`src/rtl/display_scan_ctrl_pkg.sv`:
```
// Shared definitions for the 4-digit multiplexed display scanner.
package display_scan_ctrl_pkg;

    typedef enum logic [1:0] {
        ST_IDLE = 2'd0,
        ST_ON   = 2'd1,
        ST_GAP  = 2'd2
    } state_e;

    localparam int         NUM_DIG   = 4;
    localparam logic [6:0] SEG_OFF   = 7'b1111111;
    localparam logic [3:0] ANODE_OFF = 4'b1111;

    // A digit above position 0 is blanked when enabled and it and every
    // more significant nibble are zero.
    function automatic logic lz_blank(input logic [15:0] val,
                                      input logic [1:0]  dig,
                                      input logic        en);
        logic [15:0] upper;
        upper = val >> {dig, 2'b00};
        return en && (dig != 2'd0) && (upper == 16'd0);
    endfunction

endpackage

```
`src/rtl/display_scan_ctrl_decodificador.sv`:
```
// Hex nibble to active-low seven-segment pattern, bit order abcdefg.
module decodificador (
    input  logic [3:0] nibble,
    output logic [0:6] seg
);

    // Pure lookup; one instance is shared by all digits.
    always_comb begin
        seg = 7'b1111111;
        case (nibble)
            4'h0: seg = 7'b0000001;
            4'h1: seg = 7'b1001111;
            4'h2: seg = 7'b0010010;
            4'h3: seg = 7'b0000110;
            4'h4: seg = 7'b1001100;
            4'h5: seg = 7'b0100100;
            4'h6: seg = 7'b0100000;
            4'h7: seg = 7'b0001111;
            4'h8: seg = 7'b0000000;
            4'h9: seg = 7'b0000100;
            4'hA: seg = 7'b0001000;
            4'hB: seg = 7'b1100000;
            4'hC: seg = 7'b0110001;
            4'hD: seg = 7'b1000010;
            4'hE: seg = 7'b0110000;
            4'hF: seg = 7'b0111000;
            default: seg = 7'b1111111;
        endcase
    end

endmodule

```
`src/rtl/display_scan_ctrl.sv`:
```
// Multiplexed 4-digit seven-segment scanner with dead time between digits,
// frame-synchronous value update and optional leading-zero blanking.
module display_scan_ctrl
    import display_scan_ctrl_pkg::*;
#(
    parameter int DIV     = 50000,
    parameter int GAP_CYC = 2
) (
    input  logic        Clock,
    input  logic        Reset,
    input  logic [15:0] Valor,
    input  logic        Load,
    input  logic        Enable,
    input  logic        Blank_lz,
    output logic        Ack,
    output logic        Pending,
    output logic [0:6]  DISPLAY,
    output logic [3:0]  Anodo
);

    localparam int CNT_MAX = (DIV > GAP_CYC) ? DIV : GAP_CYC;
    localparam int CNT_W   = $clog2(CNT_MAX);
    localparam logic [CNT_W-1:0] ON_LAST  = CNT_W'(DIV - 1);
    localparam logic [CNT_W-1:0] GAP_LAST = CNT_W'(GAP_CYC - 1);

    state_e           state_q, state_d;
    logic [1:0]       digit_q, digit_d;
    logic [CNT_W-1:0] cnt_q, cnt_d;
    logic [15:0]      shadow_q, shadow_d;
    logic [15:0]      staged_q, staged_d;
    logic             pending_q, pending_d;
    logic             ack_q, ack_d;
    logic [3:0]       anodo_q, anodo_d;
    logic [0:6]       display_q, display_d;
    logic             frame_end;
    logic [3:0]       dec_nib;
    logic [0:6]       dec_seg;

    decodificador u_dec (
        .nibble (dec_nib),
        .seg    (dec_seg)
    );

    // Scan sequencer: IDLE -> ON(d) -> GAP(d) -> ON(d+1) ...; Enable low wins.
    always_comb begin
        state_d   = state_q;
        digit_d   = digit_q;
        cnt_d     = cnt_q + CNT_W'(1);
        frame_end = 1'b0;
        case (state_q)
            ST_IDLE: begin
                cnt_d   = '0;
                digit_d = 2'd0;
                if (Enable) state_d = ST_ON;
            end
            ST_ON: begin
                if (cnt_q == ON_LAST) begin
                    state_d = ST_GAP;
                    cnt_d   = '0;
                end
            end
            ST_GAP: begin
                if (cnt_q == GAP_LAST) begin
                    state_d   = ST_ON;
                    cnt_d     = '0;
                    digit_d   = digit_q + 2'd1;
                    frame_end = (digit_q == 2'd3);
                end
            end
            default: begin
                state_d = ST_IDLE;
                cnt_d   = '0;
                digit_d = 2'd0;
            end
        endcase
        if (!Enable) begin
            state_d   = ST_IDLE;
            cnt_d     = '0;
            digit_d   = 2'd0;
            frame_end = 1'b0;
        end
    end

    // Value staging: commit at frame boundaries while scanning, immediately
    // when idle (a value left pending when scanning stopped also commits).
    always_comb begin
        shadow_d  = shadow_q;
        staged_d  = staged_q;
        pending_d = pending_q;
        ack_d     = 1'b0;
        if (state_q == ST_IDLE) begin
            if (Load) begin
                shadow_d  = Valor;
                staged_d  = Valor;
                pending_d = 1'b0;
                ack_d     = 1'b1;
            end else if (pending_q) begin
                shadow_d  = staged_q;
                pending_d = 1'b0;
                ack_d     = 1'b1;
            end
        end else if (frame_end && (Load || pending_q)) begin
            shadow_d  = Load ? Valor : staged_q;
            staged_d  = Load ? Valor : staged_q;
            pending_d = 1'b0;
            ack_d     = 1'b1;
        end else if (Load) begin
            staged_d  = Valor;
            pending_d = 1'b1;
        end
    end

    // Outputs are computed from next-state values so the registered
    // drivers line up with the state the FSM is entering.
    always_comb begin
        dec_nib   = shadow_d[{digit_d, 2'b00} +: 4];
        anodo_d   = ANODE_OFF;
        display_d = SEG_OFF;
        if (state_d == ST_ON && !lz_blank(shadow_d, digit_d, Blank_lz)) begin
            anodo_d   = ~(4'b0001 << digit_d);
            display_d = dec_seg;
        end
    end

    // State and output registers with synchronous reset.
    always_ff @(posedge Clock) begin
        if (Reset) begin
            state_q   <= ST_IDLE;
            digit_q   <= 2'd0;
            cnt_q     <= '0;
            shadow_q  <= 16'd0;
            staged_q  <= 16'd0;
            pending_q <= 1'b0;
            ack_q     <= 1'b0;
            anodo_q   <= ANODE_OFF;
            display_q <= SEG_OFF;
        end else begin
            state_q   <= state_d;
            digit_q   <= digit_d;
            cnt_q     <= cnt_d;
            shadow_q  <= shadow_d;
            staged_q  <= staged_d;
            pending_q <= pending_d;
            ack_q     <= ack_d;
            anodo_q   <= anodo_d;
            display_q <= display_d;
        end
    end

    assign Ack     = ack_q;
    assign Pending = pending_q;
    assign Anodo   = anodo_q;
    assign DISPLAY = display_q;

endmodule

```
`config.mk`:
```
export PLATFORM = sky130hd
export DESIGN_NAME = display_scan_ctrl
export DESIGN_NICKNAME = d
export VERILOG_FILES = /design/src/rtl/display_scan_ctrl_pkg.sv /design/src/rtl/display_scan_ctrl_decodificador.sv /design/src/rtl/display_scan_ctrl.sv
export SDC_FILE = /design/constraint.sdc
export NUM_CORES = 1
export LEC_CHECK = 0
export CORE_MARGIN = 2
export CORE_UTILIZATION = 51
export DETAILED_ROUTE_END_ITERATION = 16
export PLACE_DENSITY = 0.74
export SYNTH_ARGS = -nofsm -noshare
export SYNTH_HDL_FRONTEND = slang
export SYNTH_SLANG_ARGS = --single-unit
export TNS_END_PERCENT = 5
```
`constraint.sdc`:
```
create_clock -name Clock -period 3.35 [get_ports Clock]
set_input_delay 0.335 -clock Clock [delete_from_list [all_inputs] [get_ports Clock]]
set_output_delay 0.335 -clock Clock [all_outputs]
set_load 0.005 [all_outputs]
```
Word level (Yosys, flattened, before mapping)
Memories as Yosys holds them, arrays and structs flattened. A register that Yosys moved wholly into a read port is not among the register bits.
Index checks and enable logic that the tools add are counted.
{"block": "totals", "regBits": 58, "latch_bits": 0, "mem_bits_rw": 0, "romBits": 112, "inputBits": 21, "output_inout_bits": 13, "elab_cells": 57, "mem_count": 1}
{"memory": "(name not given)", "words": 16, "word_bits": 7, "read_ports": 1, "rd_ports_with_merged_regs": 1, "wr": 0, "line_no": "display_scan_ctrl_decodificador.sv:10", "text": "case (nibble)"}
{"block": "op_classes", "addsub": 2, "mul": 0, "div": 0, "n_lt_le_gt_ge": 0, "eq_ne": 6, "shifts": 3, "mux": 22, "bitwise_logic": 3, "n_reduce_logical": 12}
{"op": "two-way mux 16 bit", "count": 7}
{"op": "case mux 16 bit (2 select lines)", "count": 1}
{"op": "adder 16 x 1 -> 16 bit, second input constant", "count": 1}
{"op": "== test 16 x 1 -> 1 bit, second input constant", "count": 1}
{"op": "== test 16 bit, second input constant", "count": 1}
{"op": "zero test 16 bit", "count": 1}
{"op": "variable part select 16 x 5 -> 4 bit", "count": 1}
{"op": "right shift 16 x 4 -> 16 bit", "count": 1}
{"op": "two-way mux 2 bit", "count": 5}
{"op": "two-way mux 1 bit", "count": 7}
{"op": "case mux 2 bit (3 select lines)", "count": 1}
{"op": "== test 2 x 1 -> 1 bit, second input constant", "count": 2}
{"op": "== test 2 bit, second input constant", "count": 2}
{"op": "logical AND 1 bit", "count": 4}
{"op": "inverter 4 bit", "count": 1}
{"op": "case mux 2 bit (2 select lines)", "count": 1}
{"op": "OR reduction 2 bit", "count": 2}
{"op": "left shift 1 x 2 -> 4 bit, first input constant", "count": 1}
{"op": "OR reduction 3 bit", "count": 1}
{"op": "adder 2 x 1 -> 2 bit, second input constant", "count": 1}
{"op": "zero test 2 bit", "count": 1}
{"op": "inverter 1 bit", "count": 2}
{"op": "nonzero test 2 bit", "count": 1}
{"op": "zero test 1 bit", "count": 1}
{"op": "logical OR 1 bit", "count": 1}

Longest topological paths before layout
{"block": "depth", "word_depth": 14, "depth_mapped": 18, "ltp_nobuf": 15}

Hierarchy
A second synthesis with hierarchy kept.
{"block": "unflattened", "hier_cells": 357, "area_unflattened_um2": 3215.6}
{"module": "display_scan_ctrl", "n_inst": 1, "cells_per_inst": 325, "area_per_inst_um2": 2941.6}
{"module": "decodificador", "n_inst": 1, "cells_per_inst": 32, "area_per_inst_um2": 274.0}

Least setup slack after synthesis
OpenSTA, ideal clock, no wires.
{"block": "synth_path", "kind": "register to register", "from": "register state_q[0]", "to": "register display_q, in the netlist DISPLAY[4]", "arrival_time_ps": 3282, "required_ps": 3271, "setup_slack_ps": -11, "path_stages_with_launch": 19, "path_buffers": 3, "period_less_slack_ps": 3361, "cell_sequence": "dfxtp_1 > inv_1 > ha_1 > clkbuf_1 > and3_1 > nand3_2 > or2_1 > buf_6 > a311oi_2 > mux2i_1 > mux2i_2 > ha_1 > nand2_1 > nor3_1 > nand4_1 > a21oi_1 > nor3_2 > buf_4 > o211ai_1"}
{"block": "synth_via", "elab_chain_cells": 13}
{"element": "start: declaration", "line_no": "display_scan_ctrl.sv:26", "text": "state_e state_q, state_d;"}
{"element": "start signal: assignment", "line_no": "display_scan_ctrl.sv:138", "text": "state_q <= state_d;"}
{"element": "== test 2 bit", "line_no": "display_scan_ctrl.sv:50", "text": "case (state_q)"}
{"element": "two-way mux 1 bit", "line_no": "display_scan_ctrl.sv:50"}
{"element": "two-way mux 1 bit", "line_no": "display_scan_ctrl.sv:76", "text": "if (!Enable) begin"}
{"element": "logical AND 1 bit", "line_no": "display_scan_ctrl.sv:102", "text": "end else if (frame_end && (Load || pending_q)) begin"}
{"element": "two-way mux 16 bit", "line_no": "display_scan_ctrl.sv:102"}
{"element": "two-way mux 16 bit", "line_no": "display_scan_ctrl.sv:91", "text": "if (state_q == ST_IDLE) begin"}
{"element": "right shift 16 x 4 -> 16 bit", "line_no": "display_scan_ctrl_pkg.sv:20", "text": "upper = val >> {dig, 2'b00};"}
{"element": "zero test 16 bit", "line_no": "display_scan_ctrl_pkg.sv:21", "text": "return en && (dig != 2'd0) && (upper == 16'd0);"}
{"element": "logical AND 1 bit", "line_no": "display_scan_ctrl_pkg.sv:21"}
{"element": "zero test 1 bit", "line_no": "display_scan_ctrl.sv:119", "text": "if (state_d == ST_ON && !lz_blank(shadow_d, digit_d, Blank_lz)) begin"}
{"element": "logical AND 1 bit", "line_no": "display_scan_ctrl.sv:119"}
{"element": "inverter 1 bit (no line)"}
{"element": "OR reduction 2 bit (no line)"}
{"element": "end: declaration", "line_no": "display_scan_ctrl.sv:34", "text": "logic [0:6] display_q, display_d;"}
Several ways; a longest one is shown, not always the timed one.
A chain may end at the register's enable or synchronous reset.

Final worst setup path
{"block": "layout_path", "from": "register cnt_q[1]", "to": "register display_q, in the netlist DISPLAY[2]"}
{"block": "layout_via", "elab_chain_cells": 14}
{"element": "start: declaration", "line_no": "display_scan_ctrl.sv:28", "text": "logic [CNT_W-1:0] cnt_q, cnt_d;"}
{"element": "start signal: assignment", "line_no": "display_scan_ctrl.sv:140", "text": "cnt_q <= cnt_d;"}
{"element": "== test 16 x 1 -> 1 bit", "line_no": "display_scan_ctrl.sv:63", "text": "if (cnt_q == GAP_LAST) begin"}
{"element": "two-way mux 1 bit", "line_no": "display_scan_ctrl.sv:63"}
{"element": "two-way mux 1 bit", "line_no": "display_scan_ctrl.sv:50"}
{"element": "two-way mux 1 bit", "line_no": "display_scan_ctrl.sv:76"}
{"element": "logical AND 1 bit", "line_no": "display_scan_ctrl.sv:102"}
{"element": "two-way mux 16 bit", "line_no": "display_scan_ctrl.sv:102"}
{"element": "two-way mux 16 bit", "line_no": "display_scan_ctrl.sv:91"}
{"element": "right shift 16 x 4 -> 16 bit", "line_no": "display_scan_ctrl_pkg.sv:20"}
{"element": "zero test 16 bit", "line_no": "display_scan_ctrl_pkg.sv:21"}
{"element": "logical AND 1 bit", "line_no": "display_scan_ctrl_pkg.sv:21"}
{"element": "zero test 1 bit", "line_no": "display_scan_ctrl.sv:119"}
{"element": "logical AND 1 bit", "line_no": "display_scan_ctrl.sv:119"}
{"element": "inverter 1 bit (no line)"}
{"element": "OR reduction 2 bit (no line)"}
Several ways; a longest one is shown, not always the timed one.

==> key figures <==
Outcome
  – Outcome: completed

Yosys
  – Synth Register Bits: 65
  – Async set-reset flop share out of synthesis: 0%
  – Gate Count Post-Synth: 360
  – Top cells by area, synth: dfxtp_1, mux2i_1, ha_1, nor2_1, nor2b_1
  – Cell taking the most area after synthesis: dfxtp_1
  – Yosys warning count: 0
  – Ys flop type: dfxtp_1
  – Cell Area, Synth: 3363 um2
  – Seq/Total Area, Yosys: 38.69%
  – Mean Syn Cell Area: between 9 and 10 um2
  – Syn_nets: 393
  – Post-synth EDFFs: 0
  – Yosys top cell area share: 38.69%
  – Number of distinct library cells after synthesis: 63

Setup path
  – Crit path kind: flop to flop
  – Crit path arrival time: roughly 3.3 ns
  – Critical path required time: about 3.6 ns
  – Worst Setup End Kind: flop
  – Critical Path Source Type: flop
  – Crit path launch: cnt_q[1]$_SDFF_PP0_
  – Reg2reg setup slack: 0.23 ns
  – Crit-path max FO: 11
  – Worst R2R Start: cnt_q[1]$_SDFF_PP0_

Detailed routing
  – DR pass1 iterations: 4
  – DR WL/cell: 15.24 um
  – Vias/cell: 5.580
  – DRT antenna net count: 0
  – Routed vias: 2818
  – DR iter-0 viols: 202
  – DRC: 0
  – Final WL: 7694 um

CTS
  – Worst skew pair latency: 0.34 ns
  – Clk buf depth: 2
  – Clock sink count: 65
  – Root Driver: clkbuf_8
  – CTS Buf Count: 9
  – H-tree Lvls: 3
  – Reg clk slew, reported paths: ~0.06 ns
  – TritonCTS clock tree: built
  – Hold buffers post-CTS: 0

Floorplan
  – Die area: 7260 um2
  – Initial core utilization: 52.97%
  – Core ar.: between 6000 and 7000 um2
  – Die height: 85.21 um
  – Num ports: 34
  – Die X: 85.21 um
  – Rows: 29

Power and ir drop
  – Sw frac: 23.56%
  – P_leak: 1.681 nW
  – Clock power frac: between 30% and 40%
  – Peak VDD IR: 304.7 uV
  – Combinational power share: between 15 and 20%
  – Sequential share of power: 44.6%
  – Power Internal: 1.407 mW
  – Pwr dens: 431.6 nW/um2
  – NetSw: roughly 430 uW

Layout
  – Share of post-route cells with drive strength above 1: 21.96%
  – Ant diodes: 0
  – Nets: around 460
  – Layout area overhead: 26.82%
  – Final core utilization: 67.17%

STA
  – Slew Viols, Final: 0
  – Fmax achieved: 0.3209 GHz
  – Worst-margin pin slew: 0.4952 ns
  – Final min period: 3.116 ns
  – Fin. Hold Viols: 0
  – Crit share post-route: 93.02%
  – Setup TNS: 0 ns
  – Final Skew: 0.003767 ns
  – Setup Viol. Count Final: 0
  – Relative slew margins: 66.98%

Global routing
  – First-pass GRT wire length: 13160 um
  – Antenna violations before repair: 0
  – Global-route usage over all layers: about 23%
  – Largest net degree at the start of global routing: 39
  – Vias in the first global route: 2884
  – GR Overflow Total: 0

Placed design
  – Hpwl dp: 5757 um
  – Final Wtd Congestion: 0.9168
  – Port bufs: 33

Hold path
  – Hold_sp: cnt_q[0]$_SDFF_PP0_
  – HP Class: flop to flop

Flow run
  – Max-cap violations: 0
## repair_timing
action	CTS	global route
resized for setup	0	11
setup endpoints to repair	0	11
setup buffers	0	0
## worst max-delay path, stage by stage, from the launching register on
cell and delay (ns):
dfxtp_1 0.32, inv_1 0.06, ha_1 0.14, nor4b_4 0.30
nand3_2 0.18, or2_4 0.31, o311ai_2 0.33, nand2_1 0.09
a32o_1 0.28, ha_1 0.20, nand2_1 0.07, nor3_2 0.05
a32oi_1 0.19, a21oi_1 0.07, nor3_2 0.12, buf_6 0.16
o221ai_1 0.10
## final cells by class
cell class                      count  area (um2)
Timing Repair Buffer               71       631.9
Clock buffer                       11       151.4
Fill cell                         518        2085
Clock inverter                      3       65.06
Inverter                           12       45.04
Sequential cell                    65        1303
Multi-Input combinational cell    266        1973
Tap cell                           77       96.34
## Yosys cell counts (2+ instances only)
| cell | instances |
|---|---|
| a21oi_1 | 13 |
| dfxtp_1 | 65 |
| nor3_2 | 2 |
| mux2i_2 | 2 |
| a311oi_2 | 2 |
| o22ai_1 | 6 |
| nand3_2 | 2 |
| nor2b_1 | 18 |
| mux2_2 | 9 |
| nand2b_1 | 3 |
| clkbuf_1 | 9 |
| o221ai_1 | 2 |
| a31oi_1 | 2 |
| buf_2 | 3 |
| nand3_1 | 11 |
| nor4_1 | 3 |
| nand4_1 | 3 |
| xnor2_1 | 6 |
| a21boi_0 | 5 |
| o311ai_4 | 2 |
| buf_4 | 2 |
| and2_1 | 3 |
| mux2i_1 | 21 |
| o21ai_0 | 9 |
| ha_1 | 12 |
| or3_1 | 3 |
| nor3_1 | 7 |
| o22a_1 | 2 |
| buf_6 | 2 |
| xor2_1 | 8 |
| a22oi_1 | 5 |
| nor2_1 | 38 |
| and3_1 | 7 |
| inv_1 | 10 |
| nand2_1 | 28 |
| nor4_4 | 2 |
| o211ai_1 | 7 |
## flip-flops by register name, indices dropped and copies added, names as in the netlist
| register | flops |
|---|---|
| Pending | 1 |
| shadow_q | 16 |
| DISPLAY | 7 |
| digit_q | 2 |
| state_q | 2 |
| staged_q | 16 |
| Ack | 1 |
| cnt_q | 16 |
| Anodo | 4 |
## metal layers
metal / up-vias / share of wire, % / track usage, %
li1: 1402 / - / -
met1: 1330 / 44 / 28.15
met2: 72 / 49 / 37.86
met3: 14 / 5.0 / 6.420
met4: 0 / 1.9 / 7.215
met5: - / 0 / 0
## cell usage in the layout (no fill, tap or decap), types with 4 or more instances in the layout
master,count
a21oi_1,13
xnor2_1,6
mux2_2,9
o211ai_1,7
nor3_1,6
inv_1,10
buf_4,36
nand2_1,28
and3_1,7
a21boi_0,5
clkbuf_8,11
a22oi_1,4
o21ai_0,9
mux2i_1,20
nor2_1,38
clkdlybuf4s50_1,33
nor2b_1,18
o22ai_1,6
nand3_1,11
xor2_1,8
dfxtp_1,64
ha_1,11
## per-stage QoR
| step | cell area [um2] | hold WS, ns | instances | power [mW] | worst slack [ns] |
|---|---|---|---|---|---|
| 6_report | 4265 | 0.4379 | 505 | 1.841 | 0.2339 |
| 5_1_grt | 4265 | 0.4484 | 505 | 1.918 | -0.04796 |
| 4_1_cts | 4214 | 0.4756 | 505 | 1.849 | 0.1094 |
| 3_5_place_dp | 3998 | 0.4605 | 491 | 1.121 | -0.07250 |
| 3_3_place_gp | 3998 | 0.4482 | 491 | 1.116 | -0.01457 |
| 2_1_floorplan | 3364 | 0.4295 | 360 | 1.003 | 0.06232 |
## path summary, 6_finish.rpt
check | end | cells after the start
worst max-delay path | DISPLAY[2]$_SDFF_PP1_ | 16
worst min-delay path | cnt_q[0]$_SDFF_PP0_ | 1
worst max register to register | DISPLAY[2]$_SDFF_PP1_ | 16
worst min register to register | cnt_q[0]$_SDFF_PP0_ | 1
## cells by family after synthesis
family	synth area share [%]
DFF	38.69
and+or+nand+nor	23.03
AOI/OAI and AO/OA	15.07
muxes	11.09
adders and majority gates	4.464
buffers and inverters	4.017
xor gates and xnor gates	3.646
## power groups by stage
stage / clock, mW / sequential, mW / combinational (mW)
final: 0.727 / 0.821 / 0.293
after global routing: 0.775 / 0.823 / 0.320
after CTS: 0.744 / 0.820 / 0.285
after detailed placement: 0 / 0.838 / 0.283
after global placement: 0 / 0.837 / 0.280
after floorplan: 0 / 0.834 / 0.169
No activity file was read; power rests on OpenSTA's default activity.
